--- src/rtl/bfly_ctrl_pkg.sv ---
// Shared types and helpers for the butterfly transpose sequencing controller.
//   state_t  : frame FSM states (IDLE, STREAM, FLUSH)
//   tag_t    : per-row tag carried alongside the row through the stages
//   stage_bit: the switch setting a given stage applies for a tagged row
package bfly_ctrl_pkg;

  // Row index field is sized for networks up to 256 inputs; narrower
  // row counters are zero-extended into it.
  localparam int TAG_ROW_W = 8;
  localparam int SEL_W     = $clog2(TAG_ROW_W);

  typedef enum logic [1:0] {
    IDLE   = 2'd0,
    STREAM = 2'd1,
    FLUSH  = 2'd2
  } state_t;

  typedef struct packed {
    logic [TAG_ROW_W-1:0] row_idx;
    logic                 mode;   // 0 = transpose, 1 = pass-through
    logic                 last;   // final row of the frame
  } tag_t;

  // Transpose: stage s swaps according to bit s of the row index.
  // Pass-through: every switch stays straight.
  function automatic logic stage_bit(input tag_t t, input logic [SEL_W-1:0] stage);
    return t.mode ? 1'b0 : t.row_idx[stage];
  endfunction

endpackage

--- src/rtl/bfly_ctrl_skew.sv ---
// Tag skew pipeline: one tag slot per butterfly stage so each stage sees the
// control belonging to the row currently inside it.
//   clk, rst        : clock, synchronous active-low reset
//   i_valid, i_tag  : tag entering with the row being accepted this cycle
//   o_stage_ctrls   : per-stage switch controls, index 0 = first stage
//   o_out_valid     : a tag sits at the network output position
//   o_out_last      : that tag marks the final row of a frame
//   o_any_valid     : any tag still in flight
module bfly_ctrl_skew
  import bfly_ctrl_pkg::*;
#(
  parameter int NUM_STAGES   = 4,
  parameter int NUM_SWITCHES = 8
) (
  input  logic                                  clk,
  input  logic                                  rst,
  input  logic                                  i_valid,
  input  tag_t                                  i_tag,
  output logic [NUM_STAGES-1:0][NUM_SWITCHES-1:0] o_stage_ctrls,
  output logic                                  o_out_valid,
  output logic                                  o_out_last,
  output logic                                  o_any_valid
);

  // Slot s holds the tag of the row accepted s cycles ago; slot NUM_STAGES
  // lines up with the last stage's out_val.
  logic [NUM_STAGES:1] r_valid;
  tag_t [NUM_STAGES:1] r_tag;
  logic                w_unused_tag;

  always_ff @(posedge clk) begin
    if (!rst) begin
      r_valid <= '0;
      r_tag   <= '0;
    end else begin
      r_valid <= {r_valid[NUM_STAGES-1:1], i_valid};
      r_tag   <= {r_tag[NUM_STAGES-1:1], i_tag};
    end
  end

  // Stage 0 samples upstream data at the end of the accept cycle, so its
  // control comes straight from the incoming tag.
  assign o_stage_ctrls[0] = i_valid ? {NUM_SWITCHES{stage_bit(i_tag, SEL_W'(0))}} : '0;

  for (genvar s = 1; s < NUM_STAGES; s++) begin : g_stage
    assign o_stage_ctrls[s] =
      r_valid[s] ? {NUM_SWITCHES{stage_bit(r_tag[s], SEL_W'(s))}} : '0;
  end

  assign o_out_valid  = r_valid[NUM_STAGES];
  assign o_out_last   = r_tag[NUM_STAGES].last;
  assign o_any_valid  = |r_valid;
  // Only some tag fields are consumed at each slot.
  assign w_unused_tag = ^r_tag;

endmodule

--- src/rtl/butterfly_transpose_ctrl.sv ---
// Sequencing controller for a registered multi-stage butterfly network.
// Accepts rows from upstream, drives stage 0's in_val, generates skewed
// per-stage switch controls, tracks frames of NUM_INPUTS rows and gates
// acceptance on downstream credits (the stages cannot stall).
//
// Handshake: a row transfers in every cycle where s_valid && s_ready.
// s_ready never depends on s_valid; s_valid must hold its row until taken.
//
// Ports:
//   clk, rst       : clock, synchronous active-low reset
//   s_valid/s_ready: upstream row handshake
//   cfg_mode       : 0 = transpose, 1 = pass-through, sampled on first row
//   net_in_val     : stage 0 in_val (the accept strobe)
//   stage_ctrls    : per-stage switch controls, index 0 = first stage
//   net_out_val    : out_val of the last stage
//   credit_return  : downstream freed one buffer slot
//   frame_done     : pulse as the frame's last row leaves the network
//   busy           : FSM not idle or rows in flight
//   credit_err     : sticky, credit returned while counter full
//   dbg_state      : current FSM state
//   dbg_credits    : current credit count
module butterfly_transpose_ctrl
  import bfly_ctrl_pkg::*;
#(
  parameter  int NUM_INPUTS   = 16,
  parameter  int NUM_STAGES   = $clog2(NUM_INPUTS),
  parameter  int CREDITS      = 4,
  localparam int NUM_SWITCHES = NUM_INPUTS / 2,
  localparam int CW           = $clog2(CREDITS + 1)
) (
  input  logic                                  clk,
  input  logic                                  rst,
  input  logic                                  s_valid,
  output logic                                  s_ready,
  input  logic                                  cfg_mode,
  output logic                                  net_in_val,
  output logic [NUM_STAGES-1:0][NUM_SWITCHES-1:0] stage_ctrls,
  input  logic                                  net_out_val,
  input  logic                                  credit_return,
  output logic                                  frame_done,
  output logic                                  busy,
  output logic                                  credit_err,
  output state_t                                dbg_state,
  output logic [CW-1:0]                         dbg_credits
);

  localparam int             ROW_W     = $clog2(NUM_INPUTS);
  localparam logic [ROW_W-1:0] LAST_ROW  = ROW_W'(NUM_INPUTS - 1);
  localparam logic [CW-1:0]    CRED_FULL = CW'(CREDITS);

  state_t           r_state;
  logic [ROW_W-1:0] r_row_idx;
  logic             r_mode;
  logic [CW-1:0]    r_credits;
  logic             r_credit_err;

  logic w_accept;
  tag_t w_tag;
  logic w_out_valid;
  logic w_out_last;
  logic w_any_valid;

  assign s_ready    = rst && (r_state != FLUSH) && (r_credits != '0);
  assign w_accept   = s_valid && s_ready;
  assign net_in_val = w_accept;

  // In IDLE the row being accepted is row 0 and takes the live mode.
  always_comb begin
    w_tag         = '0;
    w_tag.row_idx = TAG_ROW_W'(r_row_idx);
    w_tag.mode    = r_mode;
    w_tag.last    = (r_state == STREAM) && (r_row_idx == LAST_ROW);
    if (r_state == IDLE) begin
      w_tag.row_idx = '0;
      w_tag.mode    = cfg_mode;
    end
  end

  bfly_ctrl_skew #(
    .NUM_STAGES  (NUM_STAGES),
    .NUM_SWITCHES(NUM_SWITCHES)
  ) u_skew (
    .clk          (clk),
    .rst          (rst),
    .i_valid      (w_accept),
    .i_tag        (w_tag),
    .o_stage_ctrls(stage_ctrls),
    .o_out_valid  (w_out_valid),
    .o_out_last   (w_out_last),
    .o_any_valid  (w_any_valid)
  );

  assign frame_done = net_out_val && w_out_valid && w_out_last;

  always_ff @(posedge clk) begin
    if (!rst) begin
      r_state   <= IDLE;
      r_row_idx <= '0;
      r_mode    <= 1'b0;
    end else begin
      case (r_state)
        IDLE: if (w_accept) begin
          r_row_idx <= ROW_W'(1);
          r_mode    <= cfg_mode;
          r_state   <= STREAM;
        end
        STREAM: if (w_accept) begin
          r_row_idx <= r_row_idx + ROW_W'(1);
          if (r_row_idx == LAST_ROW) r_state <= FLUSH;
        end
        FLUSH: if (frame_done) begin
          r_row_idx <= '0;
          r_state   <= IDLE;
        end
        default: r_state <= IDLE;
      endcase
    end
  end

  // Simultaneous accept and return cancel out.
  always_ff @(posedge clk) begin
    if (!rst) begin
      r_credits    <= CRED_FULL;
      r_credit_err <= 1'b0;
    end else begin
      case ({w_accept, credit_return})
        2'b10: r_credits <= r_credits - CW'(1);
        2'b01: begin
          if (r_credits == CRED_FULL) r_credit_err <= 1'b1;
          else                        r_credits    <= r_credits + CW'(1);
        end
        default: ;
      endcase
    end
  end

  assign busy        = (r_state != IDLE) || w_any_valid;
  assign credit_err  = r_credit_err;
  assign dbg_state   = r_state;
  assign dbg_credits = r_credits;

endmodule

--- config.mk ---
export PLATFORM = sky130hd
export DESIGN_NAME = butterfly_transpose_ctrl
export DESIGN_NICKNAME = d
export VERILOG_FILES = /design/src/rtl/bfly_ctrl_pkg.sv /design/src/rtl/bfly_ctrl_skew.sv /design/src/rtl/butterfly_transpose_ctrl.sv
export SDC_FILE = /design/constraint.sdc
export NUM_CORES = 1
export LEC_CHECK = 0
export CELL_PAD_IN_SITES_DETAIL_PLACEMENT = 0
export CELL_PAD_IN_SITES_GLOBAL_PLACEMENT = 1
export CORE_AREA = 3 3 69 71
export CTS_CLUSTER_DIAMETER = 150
export CTS_CLUSTER_SIZE = 8
export DETAILED_ROUTE_END_ITERATION = 7
export DIE_AREA = 0 0 72 74
export GPL_TIMING_DRIVEN = 0
export PLACE_DENSITY_LB_ADDON = 0.1
export SYNTH_ARGS = -nofsm -noshare
export SYNTH_HDL_FRONTEND = slang
export SYNTH_SLANG_ARGS = --single-unit
--- constraint.sdc ---
create_clock -name clk -period 8.31 [get_ports clk]
set_clock_uncertainty 0.15 [all_clocks]
set_input_delay 2.493 -clock clk [delete_from_list [all_inputs] [get_ports clk]]
set_output_delay 2.493 -clock clk [all_outputs]
set_load 0.05 [all_outputs]
==> run summary <==
Run status: complete, no violations
Max-slew headroom: 53.87%
Hold buffers post-CTS: 0
GP Congestion: 0.8413
CTS max path bufs: 2
Die Height: 74 µm
Final Hold Viols: 0
Post-synth EDFFs: 0
Vias in the first global route: 1118
Htree depth: 1
Post-Syn Area: 1490 µm²
Final min period: 7762 ps
Num rows: 24
Crit path cell chain: clkdlybuf4s50_1 -> and3b_2 -> nand2_4 -> nor4b_2 -> buf_4 -> clkdlybuf4s50_1
Hold Path Stages: 1
Post-DR wirelength/cell: 12.41 µm
Initial antenna violation count: 0
Share of cells above drive strength 1: 20.66%
Total Routed Length: 3288 µm
Worst hold start: u_skew.r_tag[0]
Worst Path Arrival: 5120 ps
Register area share after synthesis: 37.62%
Post-route DRC: 0
Worst setup EP type: output port
Post-layout util: 48.75%
Post-DRT Antenna Nets: 0
Most frequent cells in the layout: 46 x clkdlybuf4s50_1, 28 x buf_4, 28 x dfxtp_1
Max Fclk: 128.8 MHz
Clock Pin Slew Worst Setup and Hold Paths: 100 ps
Final period utilization: 93.41%
Reg-to-reg startpoint: dbg_state[0]
Max-slew violations: 0
Crit path from: rst
Ys async rst share: 0%
Max-cap check violation count: 0
Via Count: 1270
Number of fill cells: 413
Kind of critical path: primary input to output port
Flops & latches, synth: 28
TritonCTS clock tree: yes
Worst hold path class: flip-flop to flip-flop
N_diodes: 0
I/O pins: 48
Dpl ws: 61.09 ps
Slew of the pin with the lowest slew margin: 690.1 ps
Largest net degree at the start of global routing: 17
Worst VDD drop: 0.08402 mV
Setup-failing EPs final: 0
Synth-to-layout area growth: 40.47%
Slowest CP cell: clkdlybuf4s50_1
Vias per cell: 4.792
Dpl hpwl: 2588 µm
Syn Inst Count: 163
Worst setup SP type: primary input
Mapped Avg Cell Area: 9.142 µm²
Inserted Clock Buffers: 3
Nets: 226
Syn Nets: 175
Clock Tree Root: clkbuf_8
Core area: 4294 µm²
First-pass GRT wire length: 5285 µm
Max FO, Critical Path: 8
Total die area: 5328 µm²
Global Route Usage Sum: 12.36%
Setup_tns: 0 ps
Pleak: 0.9233 nW
Number of library cell types mapped by synthesis: 43
Commonest non-fill, non-tap cell in the layout: clkdlybuf4s50_1
R2R depth: 8
Final WS setup: 547.6 ps
PortBufs: 46
Die Wd: 72 µm
RSZ-0062 raised after global routing: no
Final Hold Slack: 290.5 ps
Initial Utilization: 34.70%
Cell Area, Placed: 2016 µm²
CP dominant cell by count: clkdlybuf4s50_1
Drt pass-1 iters: 4
Synth warn: 0
Clock sink count: 28
Largest stage delay, worst path: 800 ps
Finished Cell Area: 2093 µm²
Detailed router's first-iteration violation count: 31
Required time worst endpoint: 5670 ps
Worst-Skew Late Latency: 270 ps
Pwr/cell area: 192.8 nW/µm²
Top FF cell, synth: dfxtp_1
Total grt overflow: 0
## worst paths after layout
path	end	slack [ps]
max	stage_ctrls[7]	550
min	u_skew.r_tag[10]	290
max reg2reg	dbg_credits[1]	5820
min reg2reg	u_skew.r_tag[10]	290
## stage by stage
stage,cells,total power [mW]
5_1_grt,265,0.4231
4_1_cts,265,0.4067
3_3_place_gp,261,0.2975
3_5_place_dp,261,0.2988
6_report,265,0.4036
2_1_floorplan,163,0.2599
## worst max-delay path: cells and delay by family
| kind | cells | cell delay, ps |
|---|---|---|
| AND/OR/NAND/NOR | 3 | 1040 |
| buffers and inverters | 3 | 1570 |
## synth_stat cells (all sizes together) (2+ instances only)
cell type / count / share of area [%]
buf: 31 / 15
clkbuf: 2 / 0.50
o21ai: 7 / 2.4
dfxtp: 28 / 38
a31oi: 2 / 0.84
and2: 12 / 5.0
and3b: 4 / 2.4
nor3: 4 / 1.3
nand3: 10 / 3.4
o211ai: 2 / 1.3
and3: 4 / 1.7
a21oi: 7 / 3.1
nor2: 5 / 1.3
nand2: 7 / 2.3
o31ai: 2 / 1.0
ha: 5 / 4.2
mux2i: 3 / 2.0
o311a: 2 / 1.5
nand3b: 2 / 1.0
inv: 10 / 2.5
## routing by layer
| layer | GRT usage (%) | wire (µm) |
|---|---|---|
| met3 | 2.297 | 195 |
| met1 | 14.80 | 1418 |
| met4 | 4.593 | 29 |
| met2 | 22.14 | 1644 |
| met5 | 0 | 0 |
## what timing repair did
item                                    in CTS  in global routing
setup buffers                                0                  0
resized for setup                            0                  1
endpoints found under the setup margin       0                  8
## flip-flops by register name, indices dropped and copies added (netlist names)
register,cells
u_skew.r_tag,12
dbg_credits,3
dbg_state,2
credit_err,1
u_skew.o_out_last,1
u_skew.r_valid,4
r_mode,1
r_row_idx,4
## kinds of logic after synthesis
family | count (synthesis) | share of synthesized area (%)
AND/OR/NAND/NOR | 54 | 21.91
buffers and inverters | 43 | 18.47
AO/OA/AOI/OAI | 28 | 13.43
flip-flops | 28 | 37.62
adder cells (fa/ha/maj) | 6 | 5.542
multiplexers | 4 | 3.022
## where the power goes
group | leakage [nW] | internal, mW | total, mW | switching, mW
clock network | 0.0357 | 0.0645 | 0.107 | 0.0424
logic | 0.660 | 0.0537 | 0.140 | 0.0862
registers | 0.228 | 0.144 | 0.157 | 0.0126
## area by class of cell
cell class / instances / area (µm²) / share of cell area [%]
clock inverter: 1 / 30.03 / 1.435
sequential: 28 / 560.5 / 26.78
tap: 52 / 65.06 / 3.108
clock buffer: 3 / 41.29 / 1.973
multi-input combinational: 92 / 660.6 / 31.56
timing repair buffer: 46 / 460.4 / 22.00
inverter: 10 / 37.54 / 1.793
buffer: 33 / 237.7 / 11.36
(Power assumes the default switching activity.)
